$ cat src/rtl/tff_ctrl.sv
// Controller for a toggle-flip-flop ring-oscillator cell: clears it, writes a
// pulse-length value via tff_we, and times the cell's response via tff_re.
module tff_ctrl #(
    parameter int DATA_W      = 4,
    parameter int UNIT_CYC    = 1,
    parameter int CLR_CYC     = 2,
    parameter int SYNC_STAGES = 2,
    parameter int TIMEOUT_CYC = 64
) (
    input  logic              clk,
    input  logic              rstb,
    input  logic              wr_req,
    input  logic [DATA_W-1:0] wr_data,
    input  logic              rd_req,
    output logic              busy,
    output logic              rd_valid,
    output logic [DATA_W-1:0] rd_data,
    output logic              rd_timeout,
    output logic              tff_we,
    output logic              tff_re,
    output logic              tff_rstb,
    input  logic              tff_out
);

    localparam int TMO_W  = $clog2(TIMEOUT_CYC + 1);
    localparam int PH_W   = DATA_W + 8;
    localparam int WIDE_W = (TMO_W > DATA_W) ? TMO_W : DATA_W;

    localparam logic [PH_W-1:0]   CLR_LAST = PH_W'(CLR_CYC - 1);
    localparam logic [TMO_W-1:0]  TMO_VAL  = TMO_W'(TIMEOUT_CYC);
    localparam logic [DATA_W-1:0] RD_MAX   = '1;

    typedef enum logic [2:0] {
        IDLE,
        CLEAR,
        WRITE,
        READ,
        DONE
    } state_t;

    state_t                 state_q, state_d;
    logic [DATA_W-1:0]      wdata_q, wdata_d;
    logic [PH_W-1:0]        ph_cnt_q, ph_cnt_d;
    logic [TMO_W-1:0]       rd_cnt_q, rd_cnt_d;
    logic                   base_q, base_d;
    logic [SYNC_STAGES-1:0] sync_q, sync_d;
    logic [DATA_W-1:0]      rd_data_q, rd_data_d;
    logic                   rd_timeout_q, rd_timeout_d;
    logic                   rd_valid_q, rd_valid_d;
    logic                   busy_q, busy_d;
    logic                   tff_we_q, tff_we_d;
    logic                   tff_re_q, tff_re_d;
    logic                   tff_rstb_q, tff_rstb_d;

    logic                   sync_bit;
    logic                   edge_seen;
    logic [PH_W-1:0]        wr_len;
    logic [TMO_W-1:0]       rd_cnt_inc;
    logic [WIDE_W-1:0]      rd_cnt_wide;

    assign sync_bit    = sync_q[SYNC_STAGES-1];
    assign edge_seen   = (sync_bit != base_q);
    assign wr_len      = PH_W'(wdata_q) * PH_W'(UNIT_CYC);
    assign rd_cnt_inc  = rd_cnt_q + 1'b1;
    assign rd_cnt_wide = WIDE_W'(rd_cnt_inc);

    always_comb begin
        state_d      = state_q;
        wdata_d      = wdata_q;
        ph_cnt_d     = ph_cnt_q;
        rd_cnt_d     = rd_cnt_q;
        base_d       = base_q;
        rd_data_d    = rd_data_q;
        rd_timeout_d = rd_timeout_q;
        rd_valid_d   = 1'b0;
        sync_d       = {sync_q[SYNC_STAGES-2:0], tff_out};

        case (state_q)
            IDLE: begin
                if (wr_req) begin
                    wdata_d  = wr_data;
                    ph_cnt_d = '0;
                    state_d  = CLEAR;
                end else if (rd_req) begin
                    base_d   = sync_bit;
                    rd_cnt_d = '0;
                    state_d  = READ;
                end
            end
            CLEAR: begin
                if (ph_cnt_q == CLR_LAST) begin
                    ph_cnt_d = '0;
                    state_d  = (wdata_q == '0) ? IDLE : WRITE;
                end else begin
                    ph_cnt_d = ph_cnt_q + 1'b1;
                end
            end
            WRITE: begin
                if (ph_cnt_q == wr_len - PH_W'(1)) begin
                    ph_cnt_d = '0;
                    state_d  = IDLE;
                end else begin
                    ph_cnt_d = ph_cnt_q + 1'b1;
                end
            end
            READ: begin
                // The counter value carried out is the number of READ cycles
                // spent; an edge in the final timeout cycle still wins.
                rd_cnt_d = rd_cnt_inc;
                if (edge_seen || (rd_cnt_inc == TMO_VAL)) begin
                    state_d      = DONE;
                    rd_valid_d   = 1'b1;
                    rd_timeout_d = ~edge_seen;
                    rd_data_d    = (rd_cnt_wide > WIDE_W'(RD_MAX)) ? RD_MAX
                                                                   : DATA_W'(rd_cnt_wide);
                end
            end
            DONE: begin
                state_d = IDLE;
            end
            default: begin
                state_d = IDLE;
            end
        endcase

        // Cell controls follow the next state so they line up with it after the edge.
        busy_d     = (state_d != IDLE);
        tff_we_d   = (state_d == WRITE);
        tff_re_d   = (state_d == READ);
        tff_rstb_d = (state_d != CLEAR);
    end

    always_ff @(posedge clk or negedge rstb) begin
        if (!rstb) begin
            state_q      <= IDLE;
            wdata_q      <= '0;
            ph_cnt_q     <= '0;
            rd_cnt_q     <= '0;
            base_q       <= 1'b0;
            sync_q       <= '0;
            rd_data_q    <= '0;
            rd_timeout_q <= 1'b0;
            rd_valid_q   <= 1'b0;
            busy_q       <= 1'b0;
            tff_we_q     <= 1'b0;
            tff_re_q     <= 1'b0;
            tff_rstb_q   <= 1'b0;
        end else begin
            state_q      <= state_d;
            wdata_q      <= wdata_d;
            ph_cnt_q     <= ph_cnt_d;
            rd_cnt_q     <= rd_cnt_d;
            base_q       <= base_d;
            sync_q       <= sync_d;
            rd_data_q    <= rd_data_d;
            rd_timeout_q <= rd_timeout_d;
            rd_valid_q   <= rd_valid_d;
            busy_q       <= busy_d;
            tff_we_q     <= tff_we_d;
            tff_re_q     <= tff_re_d;
            tff_rstb_q   <= tff_rstb_d;
        end
    end

    assign busy       = busy_q;
    assign rd_valid   = rd_valid_q;
    assign rd_data    = rd_data_q;
    assign rd_timeout = rd_timeout_q;
    assign tff_we     = tff_we_q;
    assign tff_re     = tff_re_q;
    assign tff_rstb   = tff_rstb_q;

endmodule

$ cat config.mk
export PLATFORM = sky130hd
export DESIGN_NAME = tff_ctrl
export DESIGN_NICKNAME = d
export VERILOG_FILES = /design/src/rtl/tff_ctrl.sv
export SDC_FILE = /design/constraint.sdc
export NUM_CORES = 1
export LEC_CHECK = 0
export BUFFER_PORTS_ARGS = -buffer_cell sky130_fd_sc_hd__buf_2
export CORE_MARGIN = 3
export CORE_UTILIZATION = 30
export DETAILED_ROUTE_END_ITERATION = 8
export SYNTH_ARGS = -nofsm -noshare
export SYNTH_HDL_FRONTEND = slang
export SYNTH_SLANG_ARGS = --single-unit
export TNS_END_PERCENT = 5
$ cat constraint.sdc
create_clock -name clk -period 3.9 [get_ports clk]
set_input_delay 0.585 -clock clk [delete_from_list [all_inputs] [get_ports clk]]
set_output_delay 0.585 -clock clk [all_outputs]
set_load 0.005 [all_outputs]
# Yosys cells after proc, flatten, opt, wreduce, memory -nomap -nowiden
# Cells that the tools add are included.
# op_classes
div,0
n_mux,17
multipliers,0
shift,0
n_reduce_logical,11
n_lt_le_gt_ge,1
bitwise_logic,2
add_sub_neg,3
n_eq_ne,13
# op_table
operator,count
$mux 12,3
$pmux 12 s3,1
$mux 3,5
$mux 7,2
$pmux 7 s2,1
$add 12x1->12 const B,1
$eq 12x1->1 const B,1
$eq 12x12->1,1
$eq 3x2->1 const B,4
$pmux 3 s4,1
$add 7x1->7 const B,1
$eq 7x7->1 const B,1
$gt 7x4->1 const B,1
$ne 2x2->1 const B,3
$reduce_and 2->1,3
$reduce_and 3->1,2
$reduce_bool 3->1,2
$sub 4x1->5 const B,1
$logic_not 4->1,1
$mux 4,1
$eq 3x1->1 const B,1
$logic_not 3->1,1
$ne 3x1->1 const B,1
$mux 1,2
other kinds (5),6
# word_totals
romBits,0
memories,0
latch_bits,0
register_bits,39
mem_bits_rw,0
input_bits,9

# Logic depth before layout (Yosys ltp)
# Gate-level depths: netlist (run 1).
# logic_depth
ltp_word,6
mapped_depth,7

# Least setup slack after synthesis (run 1)
# Ideal clock, no wire load.
# synth_path
path_type,reg2reg
startpoint,register rd_cnt_q[0]
endpoint,register busy_q (netlist: busy)
n_path_buf,1
path_stages_with_launch,7
slack_ps,1924
t_arrival_ps,1838
setup_ps,139
cell_sequence,dfrtp_1 -> buf_2 -> a2111oi_4 -> o2111ai_2 -> a211oi_4 -> inv_2 -> or4_1
# synth_between
elab_chain_cells,6
# synth_rtl
item,line,text
from (decl),44,"logic [TMO_W-1:0] rd_cnt_q, rd_cnt_d;"
from (signal assigned),152,rd_cnt_q <= rd_cnt_d;
$add 7x1->7,64,assign rd_cnt_inc = rd_cnt_q + 1'b1;
$eq 7x7->1,110,if (edge_seen || (rd_cnt_inc == TMO_VAL)) begin
$logic_or 1x1->1,110,
$mux 3,110,
$pmux 3 s4,78,case (state_q)
named net state_d[0],41,"state_t state_q, state_d;"
$reduce_bool 3->1,127,busy_d = (state_d != IDLE);
named net busy_d,50,"logic busy_q, busy_d;"
to (signal assigned),158,busy_q <= busy_d;
to (decl),50,
# The timed path passes the listed nets, and every way through them passes these cells.
# A chain may end at the register's enable or synchronous reset.

# Worst setup path after layout (run 1)
# layout_path
startpoint,register wdata_q[0]
endpoint,register ph_cnt_q[2]
# layout_between
elab_chain_cells,4
# layout_rtl
item,line,text
from (decl),42,"logic [DATA_W-1:0] wdata_q, wdata_d;"
from (signal assigned),150,wdata_q <= wdata_d;
$sub 4x1->5,99,if (ph_cnt_q == wr_len - PH_W'(1)) begin
$eq 12x12->1,99,
$mux 12,99,
$pmux 12 s3,78,
to (signal assigned),151,ph_cnt_q <= ph_cnt_d;
to (decl),43,"logic [PH_W-1:0] ph_cnt_q, ph_cnt_d;"
# No other way between the ends.

==> results of run 1 <==
-- stage by stage --
stage	hold WS (ns)	worst slack, ns	area (sq um)	total power [mW]	utilization (%)
5_1_grt	0.374	1.42	2430	0.802	35.4
3_3_place_gp	0.337	1.69	2310	0.428	33.6
2_1_floorplan	0.289	1.92	2150	0.415	-
4_1_cts	0.361	1.62	2430	0.782	35.4
6_report	0.358	1.61	2430	0.769	35.4
3_5_place_dp	0.342	1.66	2310	0.428	33.6
-- registers in the layout, indices dropped and copies added (netlist names) --
signal	cells
tff_we	1
tff_rstb	1
state_q	3
rd_valid	1
rd_cnt_q	7
ph_cnt_q	12
rd_timeout	1
busy	1
sync_q	2
base_q	1
rd_data	4
tff_re	1
wdata_q	4
-- cell usage in the layout (no fill, tap or decap), types with 3 or more instances in the layout --
master	count
o31ai_1	4
nand3_1	10
nor2_1	16
nand4_1	4
clkbuf_8	6
dfrtp_1	39
o22ai_1	4
mux2_2	6
and3_1	5
o41ai_1	3
xnor2_1	6
buf_2	18
nand2_1	19
o32ai_1	3
xor2_1	4
a21oi_1	3
inv_1	8
o21ai_0	23
ha_1	6
nor3_1	4
-- power by group through the flow --
stage,Clock (mW),Sequential [mW],Combinational (mW)
2_1_floorplan,0,0.414,0.00136
3_3_place_gp,0,0.414,0.0142
3_5_place_dp,0,0.414,0.0145
4_1_cts,0.362,0.406,0.0144
5_1_grt,0.380,0.406,0.0160
6_report,0.350,0.406,0.0135
-- logic make-up (layout without fill, tap and decap cells) --
| group | count (synthesis) | count (layout) | synth area share, % |
|---|---|---|---|
| XOR/XNOR | 11 | 11 | 5.17 |
| adder cells (fa/ha/maj) | 6 | 6 | 3.49 |
| multiplexers | 6 | 6 | 3.14 |
| AND/OR/NAND/NOR | 75 | 75 | 19.5 |
| AO/OA/AOI/OAI | 57 | 57 | 19.4 |
| flip-flops | 39 | 39 | 45.3 |
| buffers and inverters | 18 | 35 | 3.95 |
-- worst reg2reg max path, delay by kind of cell (launching register included) --
family | cells | cell delay [ns]
and+or+nand+nor | 2 | 0.78
AOI/OAI and AO/OA | 2 | 0.45
DFF | 1 | 0.38
adders and majority gates | 1 | 0.31
xor gates and xnor gates | 1 | 0.12
buffers and inverters | 1 | 0.09
-- cell type report --
class	instances	area, sq um
Tap cell	96	120
Sequential cell	39	976
Inverter	9	33.8
Clock buffer	6	82.6
Timing Repair Buffer	18	90.1
Clock inverter	2	35.0
Multi-Input combinational cell	155	1090
Fill cell	684	4440
-- per-layer routing --
layer	track usage, %	vias up	wire length [um]
met5	0	-	0
met4	4.59	0	76
met3	2.08	5	213
met2	16.2	47	1890
met1	16.3	750	2190
li1	-	808	-
-- path summary, 6_finish.rpt --
check	start	slack (ns)	depth (start not counted)	endpoint
worst min-delay path	sync_q[0]	0.36	0	sync_q[1]
worst min register to register	sync_q[0]	0.36	0	sync_q[1]
max in group asynchronous	rstb	2.95	1	rd_valid
min in group asynchronous	rstb	0.41	1	ph_cnt_q[8]
worst max-delay path	wdata_q[0]	1.61	7	ph_cnt_q[2]
worst max register to register	wdata_q[0]	1.61	7	ph_cnt_q[2]
==> results.tsv, run 1 <==
stage	metric	value	unit
critical_path	cp.buffers_inverters	1	
floorplan	core_area	0.00687	sq mm
pwr	pwr-share-clk	45.5	%
floorplan	rows	30	
routing	vias	1610	
routing	drtIter0Drc	135	
sta	final.min_clock_period	2.29	ns
critical_path	cp_max_fo	9	
placed_design	dp_cells	317	
layout	area_growth	12.8	%
logic_synthesis	synth-edff-count	0	
run_status	status	completed	
routing	vias_per_cell	4.95	
grt	grt_first_pass_wirelength	7.53	mm
layout	final_cells	325	
pwr	combPwrFrac	1.8	%
sta	period_share	58.6	%
layout	final_nets	243	
logic_synthesis	syn_inst	212	
routing	ant_nets	0	
floorplan	io_pins	19	
critical_path	slowest_stage	nor2_1	
logic_synthesis	synthTopCellsByArea	dfrtp_1 45%, o21ai_0 5.3%, ha_1 3.5%	
pwr	power.net_switching	0.154	mW
clock_tree	clock_latency	0.29	ns
pwr	p_per_area	317	mW/mm^2
clock_tree	ctsHoldBuffers	0	
routing	drt_wl_total	4.37	mm
logic_synthesis	synth-seq-cells	39	
pwr	p_leak	1.06	nW
clock_tree	clk_pin_slew_worst_paths	0.08	ns
sta	tightest_slew	1.00	ns
clock_tree	cts_setup_buffers	0	
clock_tree	cts_tree	built	
logic_synthesis	ys_seq_area_share	45.3	%
critical_path	critPathLaunchType	flop	
pwr	seqPwrFrac	52.7	%
critical_path	timing.critical_path.slowest_cell_delay	0.53	ns
logic_synthesis	synth_area_per_cell	10.2	sq um
min_path	hold_path_class	reg -> reg	
sta	skew	0.00750	ns
pwr	p_int	0.616	mW
routing	drc	0	
sta	rsz0062_at_grt	false	
grt	antenna_found_initial	0	
floorplan	dieHeight	90.7	um
sta	setup_tns	0	ns
clock_tree	cts_resized	0	
critical_path	cp-end-kind	flop	
pwr	ir_drop	0.206	mV
logic_synthesis	synth.distinct_cells	49	
pwr	switching_share	20.0	%
floorplan	die_w	90.7	um
floorplan	die-area	0.00823	sq mm
logic_synthesis	synth_ff_type	dfrtp_1	
logic_synthesis	yosysMostFrequentCell	dfrtp_1	
clock_tree	clock_path_buffers	2	
clock_tree	clock_sinks	39	
critical_path	arrival	2.42	ns
placed_design	port_buffers	18	
logic_synthesis	syn_area	0.00215	sq mm
logic_synthesis	synth_top_area_share	45.3	%
critical_path	path_cells	inv_1 -> ha_1 -> xnor2_1 -> nor3_1 -> a41oi_2 -> nor2_1 -> o32ai_1	
clock_tree	cts_made_buffers	5	
flow_run	drv_cap	0	
placed_design	dp_hpwl	3.08	mm
logic_synthesis	yosysWarnings	0	
critical_path	critPathTopFamily	simple AND/OR/NAND/NOR gates	
layout	drive_gt1_share	19.2	%
floorplan	initial_core_util	31.3	%
clock_tree	cts.htree.levels	2	
grt	grt_pass1_vias	1514	
logic_synthesis	syn_nets	227	
grt	grt_max_degree	40	
routing	drt-pass1-iter-count	4	
logic_synthesis	ys_top_cells_by_count	39 x dfrtp_1, 23 x o21ai_0, 19 x nand2_1	
logic_synthesis	synthArstFlopShare	100	%
critical_path	worstPathRequired	4.04	ns
sta	fmax	438	MHz
clock_tree	clk_root_buffer_cell	clkbuf_8	
sta	slew_headroom	32.8	%
grt	gr-total-overflow	0	
sta	drv_slew	0	
critical_path	crit_type	reg -> reg	
layout	antenna_cells	0	
placed_design	gp_congestion	0.790	
sta	setup_viol	0	
logic_synthesis	synth_top_area_cell	dfrtp_1	
routing	wl_per_cell	13.5	um
grt	grt_usage	11.2	%
sta	final_hold_viol_count	0	
(Power assumes the default switching activity.)
==> run 2: changes to the inputs <==
- clock period: 3.9 -> 2.12 ns (I/O delays scaled with it)
==> run 2 against run 1 <==
Compared with the run above: critical path depth is 1 lower; sequential share of layout area down 3.2 points; utilization increased by 3.1 points; design area rose by 8.8%; combinational power is 99% higher; power grew 84%; cell count up 6.8%; count of clock-buffer cells in the layout unchanged; clock power is 84% higher; global-route usage up 0.52 points; hold slack got worse by 0.29 ns; critical endpoint is now busy.
==> results.tsv, run 2 (same netlist as run 1, synthesis figures left out) <==
stage	metric	value	unit
run_status	status	completed	
routing	drtIter0Drc	126	
grt	gr-total-overflow	0	
layout	largest_register_ffs	12	
critical_path	reg2reg_to	busy	
sta	skew	0.00423	ns
layout	utilization	38.5	%
critical_path	slowest_stage	or4_4	
placed_design	port_buffers	18	
layout	final_nets	265	
pwr	p_per_area	536	mW/mm^2
floorplan	die_w	90.7	um
critical_path	cp_max_fo	3	
routing	drt-pass1-iter-count	4	
layout	layout_commonest_cell	dfrtp_1	
layout	largest-register	ph_cnt_q	
routing	vias_per_cell	4.92	
routing	wl_per_cell	13.5	um
sta	setup_tns	0	ns
layout	drive_gt1_share	29.5	%
floorplan	initial_core_util	31.3	%
routing	ant_nets	0	
floorplan	core_area	0.00687	sq mm
sta	period_share	97.1	%
routing	drt_wl_total	4.69	mm
critical_path	crit_type	reg -> reg	
flow_run	drv_cap	0	
clock_tree	cts.htree.levels	2	
sta	final.min_clock_period	2.06	ns
critical_path	worstPathRequired	2.28	ns
sta	tightest_slew	0.658	ns
min_path	hold_path_class	in -> async	
sta	final_hold_viol_count	0	
critical_path	path_cells	nor4_4 -> nand4_2 -> and2_4 -> a211oi_4 -> inv_2 -> or4_4	
clock_tree	clock_path_buffers	2	
floorplan	die-area	0.00823	sq mm
clock_tree	clk_pin_slew_worst_paths	0.08	ns
critical_path	cp-end-kind	flop	
routing	drc	0	
clock_tree	cts_tree	built	
floorplan	io_pins	19	
sta	setup_viol	0	
critical_path	arrival	2.22	ns
layout	final_cell_mix	38 x dfrtp_1, 23 x o21ai_0, 22 x buf_4	
sta	drv_slew	0	
pwr	p_total	1.42	mW
clock_tree	clk_root_buffer_cell	clkbuf_8	
grt	grt_max_degree	40	
clock_tree	clock_sinks	39	
grt	grt_usage	11.7	%
pwr	ir_drop	0.314	mV
routing	vias	1708	
critical_path	timing.critical_path.slowest_cell_delay	0.51	ns
placed_design	gp_congestion	0.842	
clock_tree	cts_made_buffers	5	
critical_path	cp.buffers_inverters	1	
sta	fmax	486	MHz
sta	slew_headroom	55.9	%
floorplan	rows	30	
grt	grt_first_pass_wirelength	7.98	mm
clock_tree	clock_latency	0.29	ns
layout	antenna_cells	0	
critical_path	rr_worst_depth	6	
critical_path	critPathLaunchType	flop	
layout	reg_top3	ph_cnt_q: 12 flops, rd_cnt_q: 7 flops	
pwr	p_leak	1.17	nW
critical_path	r2r-start	ph_cnt_q[4]	
placed_design	pre_cts_ws	-0.0628	ns
critical_path	r2r_slack	0.06	ns
floorplan	dieHeight	90.7	um
sta	fin_ws	0.0616	ns
placed_design	dp_hpwl	3.19	mm
layout	area_growth	22.8	%
grt	antenna_found_initial	0	
critical_path	critPathTopFamily	simple AND/OR/NAND/NOR gates	
grt	grt_pass1_vias	1673	
## run 2: metrics by stage
| step | hold slack [ns] | instance area (sq um) | cells |
|---|---|---|---|
| after floorplan | 0.0224 | 2150 | 212 |
| after global placement | 0.338 | 2440 | 334 |
| after detailed placement | 0.340 | 2440 | 334 |
| after CTS | 0.0988 | 2560 | 342 |
| after global routing | 0.111 | 2640 | 347 |
| final | 0.0719 | 2640 | 347 |
## run 2: repair_timing
action	4_1_cts	5_1_grt
pin swaps	2	5
endpoints found under the setup margin	11	20
hold buffers	0	0
resized for setup	2	8
setup buffers	0	5
cloned	0	0
## run 2: report_power, final
part / switching (mW) / internal [mW] / leakage, nW
sequential: 0.00127 / 0.745 / 0.452
combinational: 0.0189 / 0.00786 / 0.660
clock: 0.262 / 0.381 / 0.0612
total: 0.282 / 1.13 / 1.17
## run 2: worst max-delay path by stage
stage | to | startpoint | depth (start not counted)
after global placement | ph_cnt_q[2] | wdata_q[1] | 7
after detailed placement | ph_cnt_q[2] | wdata_q[0] | 7
final | busy | ph_cnt_q[4] | 6
after floorplan | busy | rd_cnt_q[0] | 6
after global routing | ph_cnt_q[2] | ph_cnt_q[6] | 6
after CTS | busy | ph_cnt_q[11] | 6
## run 2: area by class of cell
cell class | instances | area [sq um]
tap | 96 | 120
timing repair buffer | 40 | 255
clock inverter | 2 | 35.0
multi-input combinational | 155 | 1140
fill | 685 | 4230
clock buffer | 6 | 82.6
inverter | 9 | 33.8
sequential | 39 | 977
## run 2: worst register-to-register path: cells and delay by family (launching register included)
kind,cells,cell delay [ns]
simple gates,4,1.27
flops,1,0.43
compound gates,1,0.17
buf+inv,1,0.06
## run 2: metal layers
metal	vias up	track usage [%]	routed length, um
li1	849	-	-
met4	0	5.23	94
met1	818	16.3	2310
met2	33	17.0	2120
met3	8	3.00	160
met5	-	0	0
==> run 3: changes to the inputs <==
- GPL_TIMING_DRIVEN: default -> 0
==> run 3 against run 2 <==
Compared with the run above: the flow now finishes with violations (setup timing); sequential cell count stayed put; register-to-register slack worse by 0.08 ns; cell count is 3.7% lower; global-route usage is 0.22 points higher; non-clock buffer count is 13 lower; clock power is 23% lower; utilization is 1.9 points lower; count of clock-buffer cells in the layout stayed put.
==> results.tsv, run 3 (same netlist as run 1, synthesis figures left out) <==
stage	metric	value	unit
sta	slew_headroom	41.1	%
routing	wl_per_cell	13.4	um
clock_tree	cts.htree.levels	2	
clock_tree	cts_tree	built	
clock_tree	clock_latency	0.30	ns
routing	drt-pass1-iter-count	4	
grt	grt_max_degree	40	
sta	fmax	467	MHz
routing	drc	0	
sta	skew	0.00558	ns
sta	rsz0062_at_grt	true	
grt	grt_first_pass_wirelength	7.96	mm
layout	fillers	702	
grt	grt_pass1_vias	1652	
critical_path	critPathLaunchType	flop	
floorplan	die-area	0.00823	sq mm
floorplan	rows	30	
layout	largest-register	ph_cnt_q	
layout	drive_gt1_share	24.4	%
routing	drt_wl_total	4.48	mm
pwr	ir_drop	0.195	mV
flow_run	drv_cap	0	
layout	final-seq-area	978	sq um
pwr	p_per_area	506	mW/mm^2
sta	final_hold_viol_count	0	
floorplan	core_area	0.00687	sq mm
clock_tree	clock_path_buffers	2	
grt	gr-total-overflow	0	
sta	setup_viol	1	
sta	final.min_clock_period	2.14	ns
run_status	violations	setup timing	
critical_path	reg2reg_to	busy	
clock_tree	clock_sinks	39	
run_status	status	finished, violations left	
routing	ant_nets	0	
min_path	hp-start	tff_out	
layout	final_cells	334	
routing	vias_per_cell	4.99	
min_path	hold_path_class	in -> reg	
sta	tightest_slew	0.883	ns
placed_design	gp_congestion	0.822	
routing	drtIter0Drc	152	
layout	multi_input_area	0.00115	sq mm
layout	final_cell_mix	37 x dfrtp_1, 23 x o21ai_0, 20 x buf_2	
critical_path	arrival	2.31	ns
floorplan	dieHeight	90.7	um
critical_path	crit_type	reg -> reg	
layout	layout_commonest_cell	dfrtp_1	
critical_path	worstPathRequired	2.29	ns
clock_tree	clk_root_buffer_cell	clkbuf_8	
floorplan	die_w	90.7	um
critical_path	r2r_slack	-0.02	ns
sta	fin_ws	-0.0204	ns
critical_path	r2r-start	rd_cnt_q[0]	
placed_design	port_buffers	18	
sta	drv_slew	0	
layout	reg_top3	ph_cnt_q: 12 flops, rd_cnt_q: 7 flops	
sta	period_share	101	%
critical_path	cp_max_fo	9	
min_path	holdPathStages	1	
pwr	p_leak	1.07	nW
critical_path	cp-end-kind	flop	
floorplan	io_pins	19	
layout	area_growth	16.7	%
grt	antenna_found_initial	0	
clock_tree	cts_made_buffers	5	
critical_path	rr_worst_depth	6	
layout	final_nets	252	
min_path	hold_path_end	sync_q[0]	
placed_design	dp_hpwl	3.17	mm
layout	antenna_cells	0	
layout	largest_register_ffs	12	
grt	grt_usage	12.0	%
pwr	p_total	1.27	mW
clock_tree	clk_pin_slew_worst_paths	0.08	ns
placed_design	dp_cells	326	
routing	vias	1665	
floorplan	initial_core_util	31.3	%
==> run 3: worst max-delay path, stage by stage, from the launching register on <==
cell       delay, ns
dfrtp_1         0.38
buf_2           0.18
a2111oi_4       0.37
o2111ai_4       0.20
a211oi_4        0.29
inv_2           0.08
or4_1           0.50
==> run 3: worst max-delay path by stage <==
stage | end | slack [ns] | cells after the start | start
floorplan | busy | 0.14 | 6 | rd_cnt_q[0]
global placement | ph_cnt_q[2] | -0.24 | 7 | wdata_q[0]
detailed placement | ph_cnt_q[2] | -0.26 | 7 | wdata_q[0]
CTS | busy | -0.03 | 6 | rd_cnt_q[0]
global route | busy | -0.11 | 6 | rd_cnt_q[0]
finish | busy | -0.02 | 6 | rd_cnt_q[0]
==> run 3: what timing repair did <==
action | in CTS | in global routing
setup buffers | 0 | 0
hold endpoints to repair | 0 | 0
pin swaps | 2 | 3
hold buffers | 0 | 0
setup endpoints to repair | 20 | 13
resized for setup | 11 | 2
==> run 3: final cells by class <==
type	count	share of cell area, %
multi-input cells	155	45.9
flip-flops and latches	39	38.9
well taps	96	4.78
repair buffers	18	3.59
clock buffers	6	2.89
plain buffers	9	2.04
inverters	9	1.34
clock inverters	2	0.498
==> run 3: layer usage <==
metal  vias to the layer above  track usage, %  share of wire, %
met2                        20            17.9                45
met1                       806            16.6                50
met5                         -               0                 0
met3                         7            3.00               2.9
li1                        832               -                 -
met4                         0            4.59               2.0
==> run 3: through the flow <==
step | worst slack [ns] | TNS, ns | instance area (sq um) | utilization, % | hold slack, ns
2_1_floorplan | 0.144 | 0 | 2150 | - | 0.0224
3_3_place_gp | -0.244 | -2.63 | 2360 | 34.4 | 0.336
3_5_place_dp | -0.260 | -3.00 | 2360 | 34.4 | 0.341
4_1_cts | -0.0298 | -0.0298 | 2510 | 36.5 | 0.114
5_1_grt | -0.115 | -0.454 | 2510 | 36.6 | 0.114
6_report | -0.0204 | -0.0204 | 2510 | 36.6 | 0.121
==> run 3: power by group <==
part           internal, mW  leakage (nW)  switching [mW]
clock network         0.230        0.0412           0.269
registers             0.745         0.450         0.00128
logic               0.00666         0.579          0.0186
total                 0.982          1.07           0.288
